===== src/rtl/neopixel_strand_decoder.sv =====
// Decodes a WS2812-style serial strand into 24-bit pixel commands, classifying
// each high pulse by width and closing the frame after a long low reset gap.
module neopixel_strand_decoder #(
    parameter int NUM_PIXELS   = 5,
    parameter int BIT_THRESH   = 27,
    parameter int MIN_HIGH     = 8,
    parameter int MAX_HIGH     = 60,
    parameter int RESET_CYCLES = 2500
) (
    input  logic        clock,
    input  logic        reset,
    input  logic        neo_data,
    output logic [23:0] pixel_data,
    output logic [2:0]  pixel_index,
    output logic        pixel_valid,
    output logic        frame_done,
    output logic        frame_ok,
    output logic        bit_error,
    output logic        busy
);

    localparam int PW = $clog2(NUM_PIXELS + 2);

    localparam logic [6:0]    MIN_H  = 7'(MIN_HIGH);
    localparam logic [6:0]    MAX_H  = 7'(MAX_HIGH);
    localparam logic [6:0]    H_SAT  = 7'(MAX_HIGH + 1);
    localparam logic [6:0]    THR    = 7'(BIT_THRESH);
    localparam logic [11:0]   L_SAT  = 12'(RESET_CYCLES);
    localparam logic [PW-1:0] NPIX   = PW'(NUM_PIXELS);
    localparam logic [PW-1:0] P_SAT  = PW'(NUM_PIXELS + 1);

    typedef enum logic [1:0] {IDLE, HIGH, LOW, ERROR} state_e;

    state_e        state_q, state_d;
    logic          sync1_q, sync2_q, prev_q;
    logic [6:0]    hcnt_q, hcnt_d;
    logic [11:0]   lcnt_q, lcnt_d;
    logic [23:0]   shift_q, shift_d;
    logic [4:0]    bitpos_q, bitpos_d;
    logic [PW-1:0] pix_q, pix_d;
    logic          err_q, err_d;
    logic [23:0]   pdata_q, pdata_d;
    logic [2:0]    pidx_q, pidx_d;
    logic          pvalid_q, pvalid_d;
    logic          fdone_q, fdone_d;
    logic          fok_q, fok_d;
    logic          berr_q, berr_d;

    logic          line, rise;
    logic          take_bit, bit_val, clear_frame;
    logic [6:0]    hcnt_inc;
    logic [11:0]   lcnt_inc;

    assign line     = sync2_q;
    assign rise     = sync2_q & ~prev_q;
    assign hcnt_inc = (hcnt_q >= H_SAT) ? H_SAT : hcnt_q + 7'd1;
    assign lcnt_inc = (lcnt_q >= L_SAT) ? L_SAT : lcnt_q + 12'd1;

    always_ff @(posedge clock or posedge reset) begin
        if (reset) begin
            sync1_q  <= 1'b0;
            sync2_q  <= 1'b0;
            prev_q   <= 1'b0;
            state_q  <= IDLE;
            hcnt_q   <= '0;
            lcnt_q   <= '0;
            shift_q  <= '0;
            bitpos_q <= '0;
            pix_q    <= '0;
            err_q    <= 1'b0;
            pdata_q  <= '0;
            pidx_q   <= '0;
            pvalid_q <= 1'b0;
            fdone_q  <= 1'b0;
            fok_q    <= 1'b0;
            berr_q   <= 1'b0;
        end else begin
            sync1_q  <= neo_data;
            sync2_q  <= sync1_q;
            prev_q   <= sync2_q;
            state_q  <= state_d;
            hcnt_q   <= hcnt_d;
            lcnt_q   <= lcnt_d;
            shift_q  <= shift_d;
            bitpos_q <= bitpos_d;
            pix_q    <= pix_d;
            err_q    <= err_d;
            pdata_q  <= pdata_d;
            pidx_q   <= pidx_d;
            pvalid_q <= pvalid_d;
            fdone_q  <= fdone_d;
            fok_q    <= fok_d;
            berr_q   <= berr_d;
        end
    end

    always_comb begin
        state_d     = state_q;
        hcnt_d      = hcnt_q;
        lcnt_d      = lcnt_q;
        shift_d     = shift_q;
        bitpos_d    = bitpos_q;
        pix_d       = pix_q;
        err_d       = err_q;
        pdata_d     = pdata_q;
        pidx_d      = pidx_q;
        pvalid_d    = 1'b0;
        fdone_d     = 1'b0;
        fok_d       = 1'b0;
        berr_d      = 1'b0;
        take_bit    = 1'b0;
        bit_val     = 1'b0;
        clear_frame = 1'b0;

        case (state_q)
            IDLE: begin
                if (rise) begin
                    state_d = HIGH;
                    hcnt_d  = 7'd1;
                end
            end
            HIGH: begin
                if (!line) begin
                    if (hcnt_q < MIN_H || hcnt_q > MAX_H) begin
                        state_d = ERROR;
                        berr_d  = 1'b1;
                        err_d   = 1'b1;
                        lcnt_d  = '0;
                    end else begin
                        take_bit = 1'b1;
                        bit_val  = (hcnt_q >= THR);
                        state_d  = LOW;
                        lcnt_d   = 12'd1;
                    end
                end else if (hcnt_q >= H_SAT) begin
                    // Stuck-high line: flag it now rather than waiting for a fall.
                    state_d = ERROR;
                    berr_d  = 1'b1;
                    err_d   = 1'b1;
                    lcnt_d  = '0;
                end else begin
                    hcnt_d = hcnt_inc;
                end
            end
            LOW: begin
                if (rise) begin
                    state_d = HIGH;
                    hcnt_d  = 7'd1;
                end else begin
                    lcnt_d = lcnt_inc;
                    if (lcnt_inc == L_SAT) begin
                        state_d     = IDLE;
                        fdone_d     = 1'b1;
                        fok_d       = !err_q && (pix_q == NPIX) && (bitpos_q == 5'd0);
                        clear_frame = 1'b1;
                    end
                end
            end
            ERROR: begin
                if (line) begin
                    lcnt_d = '0;
                end else begin
                    lcnt_d = lcnt_inc;
                    if (lcnt_inc == L_SAT) begin
                        state_d     = IDLE;
                        fdone_d     = 1'b1;
                        clear_frame = 1'b1;
                    end
                end
            end
            default: state_d = IDLE;
        endcase

        // First bit of a command ends up in bit 0 after 24 right-shifts.
        if (take_bit) begin
            shift_d = {bit_val, shift_q[23:1]};
            if (bitpos_q == 5'd23) begin
                bitpos_d = '0;
                if (pix_q < NPIX) begin
                    pvalid_d = 1'b1;
                    pdata_d  = shift_d;
                    pidx_d   = 3'(pix_q);
                end
                if (pix_q < P_SAT)
                    pix_d = pix_q + 1'b1;
            end else begin
                bitpos_d = bitpos_q + 5'd1;
            end
        end

        if (clear_frame) begin
            shift_d  = '0;
            bitpos_d = '0;
            pix_d    = '0;
            err_d    = 1'b0;
        end
    end

    assign pixel_data  = pdata_q;
    assign pixel_index = pidx_q;
    assign pixel_valid = pvalid_q;
    assign frame_done  = fdone_q;
    assign frame_ok    = fok_q;
    assign bit_error   = berr_q;
    assign busy        = (state_q != IDLE);

endmodule


===== config.mk =====
export PLATFORM = sky130hd
export DESIGN_NAME = neopixel_strand_decoder
export DESIGN_NICKNAME = d
export VERILOG_FILES = /design/src/rtl/neopixel_strand_decoder.sv
export SDC_FILE = /design/constraint.sdc
export NUM_CORES = 1
export LEC_CHECK = 0
export CAP_MARGIN = 20
export CORE_MARGIN = 1.5
export CORE_UTILIZATION = 52
export DETAILED_ROUTE_END_ITERATION = 12
export GPL_ROUTABILITY_DRIVEN = 0
export HOLD_SLACK_MARGIN = 0.1
export PLACE_DENSITY = 0.83
export SLEW_MARGIN = 40
export SYNTH_ARGS = -nofsm -noshare
export SYNTH_HDL_FRONTEND = slang
export SYNTH_SLANG_ARGS = --single-unit
export TNS_END_PERCENT = 30

===== constraint.sdc =====
create_clock -name clock -period 3.1 [get_ports clock]
set_clock_uncertainty 0.2 [all_clocks]
set_input_delay 0.775 -clock clock [delete_from_list [all_inputs] [get_ports clock]]
set_output_delay 0.775 -clock clock [all_outputs]
set_load 0.02 [all_outputs]

## Word-level counts from Yosys, hierarchy flattened

Index checks and enable logic that the tools add are counted.

| cells by class | value |
|---|---|
| $add $sub $neg | 4 |
| magnitude comparators | 7 |
| equal/unequal tests | 14 |
| mux-type cells | 53 |
| bitwise operators | 2 |
| reductions and logical operators | 21 |

Operators with widths:

| cell | number |
|---|---|
| two-way mux 12 bit | 5 |
| two-way mux 24 bit | 2 |
| one-hot mux 12 bit (3 select lines) | 1 |
| two-way mux 1 bit | 26 |
| two-way mux 7 bit | 3 |
| two-way mux 5 bit | 3 |
| AND reduction 3 bit | 5 |
| one-hot mux 7 bit (2 select lines) | 1 |
| adder 12 x 1 -> 12 bit (second input constant) | 1 |
| equality test 12 bit (second input constant) | 1 |
| greater-or-equal comparator 12 bit (second input constant) | 1 |
| two-way mux 2 bit | 6 |
| two-way mux 3 bit | 4 |
| nonzero test 2 bit | 6 |
| inequality test 2 bit (second input constant) | 5 |
| one-hot mux 2 bit (4 select lines) | 1 |
| adder 7 x 1 -> 7 bit (second input constant) | 1 |
| greater-or-equal comparator 7 x 5 -> 1 bit (second input constant) | 1 |
| greater-or-equal comparator 7 x 6 -> 1 bit (second input constant) | 1 |
| greater-than comparator 7 x 6 -> 1 bit (second input constant) | 1 |
| < comparator 7 x 4 -> 1 bit (second input constant) | 1 |
| < comparator 3 bit (second input constant) | 2 |
| nonzero test 3 bit | 2 |
| adder 5 x 1 -> 5 bit (second input constant) | 1 |
| 18 further kinds | 20 |

| storage, ports and cells | value |
|---|---|
| register bits | 88 |
| input port bits | 3 |
| output and inout port bits | 32 |

## Logic depth before layout (Yosys ltp)

Gate-level depths: netlist of run 1.

| logic depth | value |
|---|---|
| depth after elaboration | 8 |
| depth in mapped cells | 8 |
| mapped depth without buffers | 7 |

## Least setup slack after synthesis of run 1

No wires, ideal clock.

| timing path | value |
|---|---|
| path kind | reg-to-reg |
| start | register lcnt_q[0] |
| end | register shift_q[13] |
| library setup time | 141 ps |
| data arrival time | 2397 ps |
| required time | 2759 ps |
| path slack | 362 ps |
| cell stages (with the launch flop) | 8 |
| path through | dfrtp_1 > inv_1 > ha_1 > or4_1 > o41a_1 > nor4_4 > buf_6 > a21oi_1 |

| on the way | value |
|---|---|
| word-level cells in the longest chain between the ends | 7 |
| elaborated cells on any way between the ends | 10 |
| classes of those cells | 1 x add/sub; 1 x order compare; 1 x eq/ne; 6 x mux; 1 x reduce/logical |

RTL lines:

| item | RTL line | text |
|---|---|---|
| start, declared | 37 | `logic [11:0] lcnt_q, lcnt_d;` |
| start signal, assigned | 83 | `lcnt_q <= lcnt_d;` |
| adder 12 x 1 -> 12 bit / greater-or-equal comparator 12 bit (equally long branches) | 57 | `assign lcnt_inc = (lcnt_q >= L_SAT) ? L_SAT : lcnt_q + 12'd1;` |
| two-way mux 12 bit (*) | 57 |  |
| equality test 12 bit (*) | 151, 164 |  |
| two-way mux 1 bit (*) | 151, 164 |  |
| two-way mux 1 bit, on equally long branches | 160, 146 |  |
| one-hot mux 1 bit (2 select lines) (*) | 115 | `case (state_q)` |
| two-way mux 24 bit / nonzero test 2 bit (equally long branches) | -- |  |
| end signal, assigned | 84 | `shift_q <= shift_d;` |
| end, declared | 38 | `logic [23:0] shift_q, shift_d;` |

Every way passes the cells marked *; elsewhere a longest branch is shown, timed or not.
A chain may end at the register's enable or synchronous reset.

## Worst setup path in the final report of run 1

| timing path | value |
|---|---|
| start | register lcnt_q[0] |
| end | register bitpos_q[4] |

| on the way | value |
|---|---|
| word-level cells in the longest chain between the ends | 7 |
| elaborated cells on any way between the ends | 10 |
| classes of those cells | 1 x add/sub; 1 x order compare; 1 x eq/ne; 6 x mux; 1 x reduce/logical |

RTL lines:

| item | RTL line | text |
|---|---|---|
| adder 12 x 1 -> 12 bit / greater-or-equal comparator 12 bit (equally long branches) | 57 |  |
| two-way mux 12 bit (*) | 57 |  |
| equality test 12 bit (*) | 151, 164 |  |
| two-way mux 1 bit (*) | 151, 164 |  |
| two-way mux 1 bit, on equally long branches | 160, 146 |  |
| one-hot mux 1 bit (2 select lines) (*) | 115 |  |
| two-way mux 5 bit / nonzero test 2 bit (equally long branches) | -- |  |
| end signal, assigned | 85 | `bitpos_q <= bitpos_d;` |
| end, declared | 39 | `logic [4:0] bitpos_q, bitpos_d;` |

Marks and branches as above.

==> results of run 1 <==
[sequential cells by signal (all words and copies together), names as in the netlist]
name         flops
pixel_data      24
shift_q         23
lcnt_q          12
hcnt_q           7
bitpos_q         5
pix_q            3
pixel_index      3
state_q          2
bit_error        1
err_q            1
frame_done       1
frame_ok         1
line             1
pixel_valid      1
prev_q           1
sync1_q          1
[power by group]
part           switching, mW  leakage (nW)  total [mW]  internal [mW]
Combinational         0.0662         0.816      0.0975         0.0313
Sequential            0.0186          1.19        1.16           1.15
Clock                  0.404        0.0891       0.781          0.377
[worst max-delay path, cell delays in order (launching register included)]
cell	delay (ns)
dfrtp_1	0.47
inv_1	0.11
ha_1	0.32
or4_1	0.51
o41a_1	0.48
nor4_4	0.31
buf_12	0.23
a22oi_1	0.10
[per-stage QoR]
| step | worst slack [ns] | util | instance area [um^2] | std cells | power, mW |
|---|---|---|---|---|---|
| 6_report | 0.224 | 0.619 | 4790 | 519 | 2.04 |
| 4_1_cts | 0.231 | 0.619 | 4790 | 519 | 2.07 |
| 3_3_place_gp | 0.323 | 0.594 | 4590 | 503 | 1.28 |
| 2_1_floorplan | 0.362 | - | 4130 | 377 | 1.25 |
| 5_1_grt | 0.0989 | 0.619 | 4790 | 519 | 2.13 |
| 3_5_place_dp | 0.259 | 0.594 | 4590 | 503 | 1.28 |
[cell type report]
class,count,area (um^2)
Fill cell,595,2940
Sequential cell,87,2180
Multi-Input combinational cell,255,1790
Timing Repair Buffer,43,433
Clock buffer,10,128
Tap cell,102,128
Clock inverter,6,70.1
Inverter,16,63.8
[metal layers]
| metal | track usage | vias up |
|---|---|---|
| li1 | - | 1430 |
| met1 | 0.277 | 1481 |
| met2 | 0.336 | 99 |
| met3 | 0.0481 | 13 |
| met4 | 0.0615 | 0 |
| met5 | 0 | - |
[cells by family (layout without fill, tap and decap cells)]
family / Yosys count / count (layout) / share of synthesized area
buf+inv: 35 / 75 / 0.0400
mux: 51 / 51 / 0.131
xor+xnor: 7 / 7 / 0.0148
simple gates: 95 / 95 / 0.118
compound gates: 94 / 94 / 0.145
flops: 87 / 87 / 0.527
fa+ha+maj: 8 / 8 / 0.0242
[Yosys cell counts (3+ instances only)]
| cell type | n | area, um^2 |
|---|---|---|
| a22o_1 | 4 | 35.0 |
| dfrtp_1 | 87 | 2180 |
| nor2_1 | 23 | 86.3 |
| clkbuf_1 | 7 | 26.3 |
| or3_1 | 4 | 25.0 |
| nor3_1 | 9 | 45.0 |
| inv_1 | 16 | 60.1 |
| buf_2 | 8 | 40.0 |
| ha_1 | 8 | 100 |
| xor2_1 | 5 | 43.8 |
| mux2i_1 | 26 | 260 |
| o31ai_1 | 3 | 22.5 |
| o21ai_0 | 20 | 100 |
| nand3_1 | 7 | 35.0 |
| buf_6 | 3 | 33.8 |
| a31oi_1 | 3 | 18.8 |
| o22ai_1 | 3 | 18.8 |
| mux2_2 | 25 | 282 |
| nand2_1 | 23 | 86.3 |
| nor2b_1 | 7 | 43.8 |
| a21oi_1 | 37 | 185 |
| a21oi_2 | 3 | 26.3 |
| nand4_1 | 7 | 43.8 |
| nor4_1 | 4 | 25.0 |
[how the worst max path moves through the flow]
stage | endpoint | slack [ns] | cells past startpoint
2_1_floorplan | shift_q[13] | 0.36 | 7
3_3_place_gp | bitpos_q[4] | 0.32 | 7
3_5_place_dp | state_q[0] | 0.26 | 7
4_1_cts | state_q[0] | 0.23 | 7
5_1_grt | bitpos_q[4] | 0.1 | 7
6_report | bitpos_q[4] | 0.22 | 7
==> summary.txt, run 1 <==
Outcome
  – Status: finished clean

Worst hold path
  – Cell count of the worst hold path: 0
  – Min-delay src: sync1_q
  – Worst Hold Class: reg2reg
  – WHS Endpoint: line

Timing
  – Final TNS setup: 0 ns
  – Least-Margin Pin Slew: 0.581 ns
  – Final min period: 2.88 ns
  – Max Clk Rate: 348 MHz
  – # setup viols final: 0
  – Tcrit/Tclk final: 0.928
  – Hold_ws: 0.156 ns
  – Max transition margin: 0.612
  – Final hold viol count: 0
  – RSZ-0062 raised after global routing: false
  – Final count of pins violating max slew: 0

Yosys
  – Asr flop ratio synth: 1.00
  – Number of enable flip-flop cells after synthesis: 0
  – Synth Instances: 377
  – Synthesized area: 4130 um^2
  – Ys Warns: 0
  – Syn_area_per_cell: 11.0 um^2
  – Top_reg_cell synth: dfrtp_1
  – Syn nets: 388
  – Flops & latches, synth: 87
  – Sequential area share after synthesis: 0.527
  – Synth cell types: 53

GRT
  – Initial antenna violation count: 0
  – Largest net degree at the start of global routing: 37
  – First-pass GRT wire length: 14.0 mm
  – Gr usage total: 0.207
  – Vias in the first global route: 2980
  – Grt ovf: 0

Layout
  – Layout Nets: 423
  – Share of cells above drive strength 1: 0.141
  – Commonest non-fill, non-tap cells in the layout: 87 x dfrtp_1, 37 x a21oi_1, 34 x clkdlybuf4s50_1, 26 x mux2i_1, 25 x mux2_2
  – Most common cell after layout, fill and taps aside: dfrtp_1
  – # diodes: 0
  – Area Growth Syn to Fin: 15.9%

Route
  – Total Wirelength: 8.14 mm
  – DR iter-0 viols: 175
  – Met1 wire length: 3.62 mm
  – Max layer used: met4
  – Routed Antenna Nets: 0
  – Routed met2 length: 4.02 mm
  – Post-route DRC: 0
  – Met3 wire length: 408 um
  – Avg WL per Cell: 15.7 um
  – DR vias/cell: 5.82
  – Initial DRT Pass Iterations: 7
  – Vias: 3023

Pwr
  – Pwr/cell area: 427 nW/um^2
  – Max IR drop VDD: 306 uV
  – Leak Pwr: 2.10 nW

Placed design
  – Post-DP HPWL: 5.55 mm
  – # port buffers: 34

Worst setup path
  – Crit. End Element: flip-flop
  – Flop2flop setup slack: 0.22 ns
  – CP max FO: 33
  – CP startpoint: lcnt_q[0]
  – RR Startpoint: lcnt_q[0]
  – Crit path required time: 3.11 ns
  – FF-to-FF End: bitpos_q[4]
  – Setup CP Type: reg2reg
  – FF-to-FF path depth: 7
  – Critical Path AT: 2.88 ns
  – CP Launch Type: flip-flop

Die
  – Starting Density: 0.534
  – Rows: 32
  – Die X-Extent: 92.1 um
  – # IOs: 35
  – Core area: 7730 um^2
  – Die Ht: 92.1 um
  – Die outline area: 8490 um^2

Clock network
  – Skew-Pair Late Insertion Delay: 0.34 ns
  – # hold bufs at CTS: 0
  – CTS tree: yes
  – Clock root buffer: clkbuf_8
  – Total setup buffers inserted after CTS: 0
  – H-Tree Depth: 3
  – CTS Buffer Depth: 2
  – Total CTS buffers: 9
  – CTS clk-pin slew, worst paths: 0.09 ns
  – CTS resizes: 0
  – Clk sinks: 87

Job
  – Max-cap viol count: 0
Note: power is estimated with default switching activity, not from simulation.
==> run 2: changes to the inputs <==
--- a/config.mk
+++ b/config.mk
@@ -5,7 +5,6 @@
 export SDC_FILE = /design/constraint.sdc
 export NUM_CORES = 1
 export LEC_CHECK = 0
-export CAP_MARGIN = 20
 export CORE_MARGIN = 1.5
 export CORE_UTILIZATION = 52
 export DETAILED_ROUTE_END_ITERATION = 12
==> results of run 2 <==
Final layout, timing and power as in run 1 (identical DEF).
